**config.mk**
```make
export PLATFORM = sky130hd
export DESIGN_NAME = uart_rx
export DESIGN_NICKNAME = d
export VERILOG_FILES = /design/src/rtl/uart_rx.sv
export SDC_FILE = /design/constraint.sdc
export NUM_CORES = 1
export LEC_CHECK = 0
export CAP_MARGIN = 15
export CORE_UTILIZATION = 55
export CTS_CLUSTER_SIZE = 14
export DETAILED_ROUTE_END_ITERATION = 12
export PLACE_DENSITY = 0.85
export SYNTH_ARGS = -nofsm -noshare
export SYNTH_HDL_FRONTEND = slang
export SYNTH_SLANG_ARGS = --single-unit
```
**constraint.sdc**
```tcl
create_clock -name clk -period 2.25 [get_ports clk]
set_input_delay 0.45 -clock clk [delete_from_list [all_inputs] [get_ports clk]]
set_output_delay 0.45 -clock clk [all_outputs]
set_load 0.02 [all_outputs]
```
**src/rtl/uart_rx.sv**
```systemverilog
// 8N1 UART receiver: 2-flop line synchroniser, start-edge detect, mid-bit sampling, LSB first.
// Define UART_RX_PARITY_EN to add an even-parity bit between data and stop plus the parity_err output.
module uart_rx #(
  parameter int CLK_FREQ  = 50000000,
  parameter int BAUD_RATE = 9600
) (
  input  logic       clk,
  input  logic       rst,
  input  logic       rx_in,
  output logic [7:0] rx_data,
  output logic       rx_valid,
  output logic       rx_busy,
  output logic       frame_err
`ifdef UART_RX_PARITY_EN
  ,
  output logic       parity_err
`endif
);

  localparam int CLKS_PER_BIT = CLK_FREQ / BAUD_RATE;
  localparam int CW           = $clog2(CLKS_PER_BIT);
  localparam logic [CW-1:0] FULL_LOAD = CW'(CLKS_PER_BIT - 1);
  localparam logic [CW-1:0] HALF_LOAD = CW'(CLKS_PER_BIT / 2 - 1);

  typedef enum logic [2:0] {
    IDLE,
    START,
    DATA,
`ifdef UART_RX_PARITY_EN
    PARITY,
`endif
    STOP
  } state_t;

  state_t        state, state_next;
  logic          sync1, sync2, prev;
  logic [CW-1:0] cnt, cnt_next;
  logic [2:0]    bit_cnt, bit_next;
  logic [7:0]    shift, shift_next;
  logic [7:0]    data_next;
  logic          valid_next, ferr_next, busy_next;
  logic          start_edge, tick;
`ifdef UART_RX_PARITY_EN
  logic          par_bad, par_bad_next, perr_next;
`endif

  assign start_edge = prev & ~sync2;
  assign tick       = (cnt == '0);

  always_comb begin
    state_next = state;
    cnt_next   = cnt - 1'b1;
    bit_next   = bit_cnt;
    shift_next = shift;
    data_next  = rx_data;
    valid_next = 1'b0;
    ferr_next  = 1'b0;
`ifdef UART_RX_PARITY_EN
    par_bad_next = par_bad;
    perr_next    = 1'b0;
`endif
    case (state)
      IDLE: begin
        // Requires a 1->0 transition, so a line stuck low never opens a frame.
        if (start_edge) begin
          state_next = START;
          cnt_next   = HALF_LOAD;
        end
      end
      START: begin
        if (tick) begin
          if (!sync2) begin
            state_next = DATA;
            cnt_next   = FULL_LOAD;
            bit_next   = '0;
          end else begin
            state_next = IDLE;
            cnt_next   = FULL_LOAD;
          end
        end
      end
      DATA: begin
        if (tick) begin
          shift_next = {sync2, shift[7:1]};
          cnt_next   = FULL_LOAD;
          if (bit_cnt == 3'd7) begin
`ifdef UART_RX_PARITY_EN
            state_next = PARITY;
`else
            state_next = STOP;
`endif
          end else begin
            bit_next = bit_cnt + 3'd1;
          end
        end
      end
`ifdef UART_RX_PARITY_EN
      PARITY: begin
        if (tick) begin
          par_bad_next = ^{shift, sync2};
          state_next   = STOP;
          cnt_next     = FULL_LOAD;
        end
      end
`endif
      STOP: begin
        // Leaving mid-stop-bit lets a start edge on the next bit boundary be caught.
        if (tick) begin
          state_next = IDLE;
          cnt_next   = FULL_LOAD;
          if (sync2) begin
            data_next  = shift;
            valid_next = 1'b1;
          end else begin
            ferr_next = 1'b1;
          end
`ifdef UART_RX_PARITY_EN
          perr_next = par_bad;
`endif
        end
      end
      default: begin
        state_next = IDLE;
        cnt_next   = FULL_LOAD;
      end
    endcase
    busy_next = (state_next != IDLE);
  end

  always_ff @(posedge clk) begin
    if (!rst) begin
      sync1     <= 1'b1;
      sync2     <= 1'b1;
      prev      <= 1'b1;
      state     <= IDLE;
      cnt       <= FULL_LOAD;
      bit_cnt   <= '0;
      shift     <= '0;
      rx_data   <= '0;
      rx_valid  <= 1'b0;
      rx_busy   <= 1'b0;
      frame_err <= 1'b0;
`ifdef UART_RX_PARITY_EN
      par_bad    <= 1'b0;
      parity_err <= 1'b0;
`endif
    end else begin
      sync1     <= rx_in;
      sync2     <= sync1;
      prev      <= sync2;
      state     <= state_next;
      cnt       <= cnt_next;
      bit_cnt   <= bit_next;
      shift     <= shift_next;
      rx_data   <= data_next;
      rx_valid  <= valid_next;
      rx_busy   <= busy_next;
      frame_err <= ferr_next;
`ifdef UART_RX_PARITY_EN
      par_bad    <= par_bad_next;
      parity_err <= perr_next;
`endif
    end
  end

endmodule

```
# After elaboration in Yosys (flattened, before gate mapping)

Index checks and enable logic that the tools add are counted.
Widths: inputs -> output; s select.

Flip-flop bits (word level): 41
Latch bits: 0
Bits in writable memories: 0
Bits in read-only memories: 0
Input port bits: 3
Word-level logic and storage cells: 49
Memories kept: 0

$add $sub $neg: 2
$mul: 0
Div/mod/pow operators: 0
Magnitude comparators: 0
Eq/ne operators: 8
Shifts and indexed selects: 0
Muxes and demuxes: 17
Bitwise logic cells: 2
Reduce and logical (&&, ||, !) cells: 9

Operator list:

| kind                  | number |
|---|---|
| $mux 3                | 9 |
| $mux 13               | 2 |
| $pmux 13 s2           | 1 |
| $logic_not 13->1      | 1 |
| $sub 13x1->13 const B | 1 |
| $pmux 3 s4            | 1 |
| $ne 2x2->1 const B    | 4 |
| $eq 3x2->1 const B    | 2 |
| $pmux 3 s2            | 1 |
| $reduce_and 3->1      | 2 |
| $reduce_and 5->1      | 1 |
| $add 3x1->3 const B   | 1 |
| $eq 3x1->1 const B    | 1 |
| $eq 3x3->1 const B    | 1 |
| $logic_not 3->1       | 1 |
| $reduce_bool 3->1     | 1 |
| $reduce_or 3->1       | 1 |
| $mux 1                | 2 |
| $mux 2                | 1 |
| $reduce_and 2->1      | 1 |
| $reduce_bool 2->1     | 1 |
| $and 1x1->1           | 1 |
| $not 1->1             | 1 |

# Depth between registers and ports, before layout

Gate-level depths: netlist of run 1.

Depth after elaboration: 5
Depth in mapped cells: 8
Depth with buffers taken out: 6

# Worst setup path after synthesis of run 1

Ideal clock, no wire load.

Path type: register to register
Start point: register cnt[4]
End point: register bit_cnt[0]
Setup time: 0.119 ns
Arrival: 1.563 ns
Required time: 2.131 ns
Path slack: 0.569 ns
Cell stages (with the launch flop): 6
Path buffers: 1
Period minus slack after synthesis: 1.681 ns
Cell sequence: dfxtp_1 -> nor4_4 -> nand3_2 -> or3_1 -> buf_2 -> mux2i_1

Longest elaborated chain between the ends: 3
Elaborated cells on any way between the ends: 4
Those cells by class: 2 x eq/ne; 2 x reduce/logical

RTL lines:

| element                               | line | RTL |
|---|---|---|
| start, declared                       | 37   | `logic [CW-1:0] cnt, cnt_next;` |
| start signal, assigned                | 152  | `cnt <= cnt_next;` |
| $logic_not 13->1 (*)                  | 48   | `assign tick = (cnt == '0);` |
| $ne 2x2->1 (no source line)           | n/a  |  |
| $reduce_and 5->1 (no source line) (*) | n/a  |  |
| end signal, assigned                  | 153  | `bit_cnt <= bit_next;` |
| end, declared                         | 38   | `logic [2:0] bit_cnt, bit_next;` |

Every way passes the cells marked *; elsewhere a longest branch is shown, timed or not.
A chain may end at the register's enable or synchronous reset.

# Worst setup path in the final report of run 1

Ends and elaborated chain as after synthesis.

==> impl_metrics.json, run 1 <==
{
  "outcome": "finished clean",
  "gp_congestion": 0.9238,
  "ys_ff_latch": 41,
  "boundaryPins": 14,
  "ctsResizeCount": 0,
  "syn-cell-area_um2": 1717,
  "cpPeakStageDelay_ns": 0.53,
  "numCtsBuffers": 5,
  "antennaDiodeCount": 0,
  "cts_root_buf": "clkbuf_4",
  "grt_pass1_wl_um": 5395,
  "seqCellArea_um2": 820.8,
  "drt-wirelength-per-cell_um": 14.41,
  "drv_slew": 0,
  "swShare": 0.2272,
  "hold_buffers": 0,
  "firstDrtPassIters": 4,
  "yosysUniqueCellTypes": 42,
  "die_w_um": 57.87,
  "crit_path_top_delay_cell": "nor4_4",
  "critPathKind": "reg2reg",
  "cts_setup_buffers": 0,
  "skew_ns": 0.009676,
  "min_period_over_period": 0.8506,
  "numClockSinks": 41,
  "hold_viol": 0,
  "initial_core_util": 0.6018,
  "p_per_area_nw_per_um2": 625.3,
  "gr-usage-all-layers": 0.2124,
  "intPower_mw": 0.9377,
  "path_cells": "nor4_4 -> nand3_2 -> or3_1 -> mux2i_1",
  "dp.cells": 218,
  "nNetsFinal": 201,
  "synth_cells": 179,
  "viasPerCell": 5.743,
  "finalSetupViolations": 0,
  "dp_hpwl_um": 2374,
  "period_needed_ns": 1.914,
  "clockBufferDepth": 2,
  "rsz0062_at_grt": "false",
  "cp-start-kind": "flop",
  "p_leak_nw": 0.8328,
  "cts_tree": "built",
  "n_fill_cell": 221,
  "tns_ns": 0,
  "first_iter_violations": 61,
  "seq_power_share": 0.619,
  "die_h_um": 57.87,
  "drc": 0,
  "dr_total_vias": 1298,
  "relSlewSlack": 0.4959,
  "io_buffers": 13,
  "synth.top_cell.area_share": 0.4781,
  "dpl_worst_slack_ns": 0.3570,
  "grt_antenna_before_repair": 0,
  "fin_ws_ns": 0.3361,
  "wl_um": 3256,
  "hold_class": "reg2reg",
  "clk_latency_ns": 0.35,
  "yosys_warnings": 0,
  "grt-ovfl-total": 0,
  "crit_arrival_ns": 2.19,
  "clkTransAtPathRegs_ns": 0.12,
  "synth_area_leaders": "dfxtp_1 48%, mux2i_1 12%, nand2_1 6.1%",
  "drive_gt1_frac": 0.08205,
  "detail-route-antenna-nets": 0,
  "syn_avg_cell_area_um2": 9.590,
  "ys_seq_area_frac": 0.4781,
  "grt_pass1_vias": 1240,
  "switchingPower_mw": 0.2757,
  "coreArea_um2": 2853,
  "yosys.area.top_type": "dfxtp_1",
  "dieArea_um2": 3348,
  "peakVddDrop_v": 0.0005371,
  "pwr-share-comb": 0.039,
  "fin_cells": 226,
  "clock_power_share": 0.341,
  "multi_input_area_um2": 843.3,
  "areaGrowthSynthToFinish_pct": 13.05,
  "h-tree-depth": 2,
  "critPathCaptureType": "flop",
  "fmax_mhz": 522.5,
  "crit_fanout": 9,
  "fp-row-count": 19,
  "tightest_slew_ns": 0.7546,
  "grt_max_degree": 29,
  "cap_violations": 0,
  "cp.required_ns": 2.53,
  "synthesis.nets": 186
}
==> cells in the final DEF (no fill, tap or decap), drive strengths merged, types with 2 or more instances in the layout <==
master / count
o21ai: 7
xnor2: 3
nor2: 9
nor2b: 2
nand3: 6
nand2b: 4
buf: 2
clkbuf: 7
clkdlybuf4s50: 13
a31oi: 2
nor4: 5
nor3: 3
a21oi: 3
nor3b: 2
ha: 4
and3: 2
xor2: 6
nand2: 29
dfxtp: 41
mux2i: 20
nand3b: 2
inv: 6
==> power by group through the flow <==
stage	logic (mW)	clock network, mW	registers, mW
after CTS	0.0474	0.416	0.751
final	0.0475	0.414	0.752
after global placement	0.0450	0	0.767
after global routing	0.0535	0.449	0.753
after floorplan	0.0345	0	0.764
after detailed placement	0.0470	0	0.768
==> Yosys cell counts, drive strengths merged <==
cell	count
nand2	29
nor4	5
o41ai	1
clkbuf	3
o31ai	1
and3	2
or4	1
and2	1
nand3	6
nand2b	4
conb	1
or2	1
xor2	6
nand4	1
nor4b	1
o21ai	7
inv	6
ha	4
nor3b	2
buf	4
nand4b	1
dfxtp	41
nand3b	2
xnor2	3
a311o	1
or3	1
a21boi	1
nor2b	2
a31oi	2
nor2	9
o22ai	1
a21oi	3
mux2i	20
nor3	3
o21a	1
a22oi	1
o2111ai	1
==> routing by layer <==
| metal | up-vias | track usage | routed length, um |
|---|---|---|---|
| li1 | 650 | - | - |
| met2 | 43 | 0.3481 | 1562 |
| met1 | 592 | 0.2586 | 1439 |
| met4 | 0 | 0.09524 | 84 |
| met5 | - | 0 | 0 |
| met3 | 13 | 0.06250 | 170 |
==> flip-flops by register name, summed over array words and instances (netlist names), 3 cells and up <==
register  flops
cnt          13
rx_data       8
shift         8
bit_cnt       3
state         3
==> final timing paths <==
| kind | start | endpoint | slack (ns) | depth (start not counted) |
|---|---|---|---|---|
| worst min-delay path | sync1 | sync2 | 0.44 | 1 |
| worst max-delay path | cnt[4] | bit_cnt[0] | 0.34 | 4 |
| worst max register to register | cnt[4] | bit_cnt[0] | 0.34 | 4 |
| worst min register to register | sync1 | sync2 | 0.44 | 1 |
==> cells by family (layout without fill, tap and decap cells) <==
family          after synthesis  after routing  share of synthesized area
fa+ha+maj                     4              4                    0.02916
buf+inv                      13             29                    0.03061
xor+xnor                      9              9                    0.04592
compound gates               20             20                    0.07362
flops                        41             41                     0.4781
other cells                   1              1                   0.002184
simple gates                 71             71                     0.2238
mux                          20             20                     0.1166
==> metrics by stage <==
stage | area (um^2) | util | hold slack (ns) | total power [mW]
after floorplan | 1717 | - | 0.3863 | 0.7987
after global placement | 1871 | 0.6557 | 0.3885 | 0.8119
after detailed placement | 1871 | 0.6557 | 0.4185 | 0.8151
after CTS | 1941 | 0.6803 | 0.4467 | 1.215
after global routing | 1941 | 0.6803 | 0.4564 | 1.256
final | 1941 | 0.6803 | 0.4393 | 1.213
==> layout make-up <==
type	count	share of cell area
clock buffers	7	0.03353
repair buffers	15	0.07479
flip-flops and latches	41	0.4230
inverters	6	0.01161
well taps	31	0.01999
multi-input cells	125	0.4346
clock inverters	1	0.002579
==> critical path, delay by kind of cell (launching register included) <==
| kind | cells | cell delay, ns |
|---|---|---|
| simple gates | 3 | 1.23 |
| mux | 1 | 0.22 |
| flops | 1 | 0.39 |
(Power assumes the default switching activity.)
==> run 2: changes to the inputs <==
--- a/config.mk
+++ b/config.mk
@@ -6,10 +6,12 @@
 export NUM_CORES = 1
 export LEC_CHECK = 0
 export CAP_MARGIN = 15
+export CORE_ASPECT_RATIO = 0.7
 export CORE_UTILIZATION = 55
 export CTS_CLUSTER_SIZE = 14
 export DETAILED_ROUTE_END_ITERATION = 12
 export PLACE_DENSITY = 0.85
+export SLEW_MARGIN = 15
 export SYNTH_ARGS = -nofsm -noshare
 export SYNTH_HDL_FRONTEND = slang
 export SYNTH_SLANG_ARGS = --single-unit
==> run 2 against run 1 <==
Net effect:
- critical path depth up 2
- largest power group unchanged
- via count is 3.2% higher
- die area up 0.11%
==> impl_metrics.json, run 2 (synthesis gave the netlist of run 1 again) <==
{
  "clockBufferDepth": 2,
  "final_cell_mix": "41 x dfxtp_1, 28 x nand2_1, 20 x mux2i_1",
  "numCtsBuffers": 5,
  "p_per_area_nw_per_um2": 654.0,
  "crit_family": "simple AND/OR/NAND/NOR gates",
  "cap_violations": 0,
  "grt_antenna_before_repair": 0,
  "cp-start-kind": "flop",
  "cp.required_ns": 2.44,
  "initial_core_util": 0.5955,
  "io_buffers": 13,
  "areaGrowthSynthToFinish_pct": 14.36,
  "cts_setup_buffers": 0,
  "crit_path_top_delay_cell": "nor3b_1",
  "design_area_um2": 1963,
  "crit_arrival_ns": 2.17,
  "r2r_cells": 6,
  "first_iter_violations": 114,
  "detail-route-antenna-nets": 0,
  "numClockSinks": 41,
  "p_leak_nw": 0.8358,
  "grt-ovfl-total": 0,
  "hold_end": "sync2",
  "min_period_over_period": 0.8786,
  "power_mw": 1.284,
  "boundaryPins": 14,
  "reg2reg_to": "cnt[10]",
  "r2r_start": "cnt[0]",
  "relSlewSlack": 0.5298,
  "final_util": 0.6810,
  "cts_tree": "built",
  "finalSetupViolations": 0,
  "nNetsFinal": 201,
  "hold_depth": 1,
  "skew_ns": 0.007756,
  "hold_class": "reg2reg",
  "grt_pass1_vias": 1263,
  "ctsResizeCount": 0,
  "path_cells": "inv_1 -> ha_1 -> nor3b_1 -> nand3_1 -> xor2_1 -> o21ai_0",
  "reg.largest.list": "cnt: 13 flops, rx_data: 8 flops, shift: 8 flops",
  "regMostFlops": "cnt",
  "h-tree-depth": 2,
  "die_h_um": 48.74,
  "coreArea_um2": 2883,
  "clk_latency_ns": 0.30,
  "outcome": "finished clean",
  "gp_congestion": 0.8418,
  "dp.cells": 223,
  "dr_total_vias": 1339,
  "cts_root_buf": "clkbuf_8",
  "viasPerCell": 5.822,
  "die_w_um": 68.78,
  "antennaDiodeCount": 0,
  "grt_max_degree": 29,
  "hold_ws_ns": 0.4153,
  "fp-row-count": 16,
  "worst-path-buf-inv": 1,
  "largest_reg_flops": 13,
  "dieArea_um2": 3352,
  "drive_gt1_frac": 0.07216,
  "fmax_mhz": 505.8,
  "dp_hpwl_um": 2421,
  "tns_ns": 0,
  "top_layer": "met4",
  "drt-met1-wl_um": 1482,
  "r2r_slack_ns": 0.27,
  "firstDrtPassIters": 4,
  "wl_um": 3422,
  "gr-usage-all-layers": 0.2299,
  "wl_met3_um": 201,
  "fin_ws_ns": 0.2731,
  "dpl_cell_area_um2": 1877,
  "clkTransAtPathRegs_ns": 0.08,
  "n_fill_cell": 218,
  "grt_pass1_wl_um": 5492,
  "drv_slew": 0,
  "period_needed_ns": 1.977,
  "cpPeakStageDelay_ns": 0.60,
  "fin_cells": 230,
  "hold_buffers": 0,
  "critPathKind": "reg2reg",
  "hp-start": "sync1",
  "hold_viol": 0,
  "crit_fanout": 5,
  "critPathCaptureType": "flop",
  "drt-wirelength-per-cell_um": 14.88,
  "drc": 0,
  "final_common_cell": "dfxtp_1",
  "rsz0062_at_grt": "false",
  "dpl_worst_slack_ns": 0.3935,
  "dr_wl_met2_um": 1568,
  "peakVddDrop_v": 0.0004558,
  "tightest_slew_ns": 0.7038
}
## run 2: final cells by class
type	instances	area (um^2)	share of cell area
multi-input combinational	125	843.3	0.4296
sequential	41	820.8	0.4181
timing repair buffer	15	145.1	0.07393
clock buffer	7	86.33	0.04398
tap	36	45.04	0.02294
inverter	6	22.52	0.01147
## run 2: power breakdown
part / total (mW) / switching [mW] / internal, mW
Sequential: 0.752 / 0.0148 / 0.737
Combinational: 0.0495 / 0.0302 / 0.0193
Clock: 0.483 / 0.240 / 0.243
## run 2: worst max-delay path by stage
stage | startpoint | to | slack, ns | depth (start not counted)
2_1_floorplan | cnt[4] | bit_cnt[0] | 0.57 | 5
3_3_place_gp | cnt[4] | bit_cnt[1] | 0.50 | 4
3_5_place_dp | cnt[0] | bit_cnt[1] | 0.39 | 6
4_1_cts | cnt[0] | cnt[10] | 0.34 | 6
5_1_grt | cnt[0] | cnt[10] | 0.19 | 6
6_report | cnt[0] | cnt[10] | 0.27 | 6
## run 2: per-layer routing
| metal | up-vias | GRT usage |
|---|---|---|
| met1 | 619 | 0.2742 |
| met3 | 20 | 0.07075 |
| met2 | 54 | 0.3513 |
| li1 | 646 | - |
| met5 | - | 0 |
| met4 | 0 | 0.1497 |
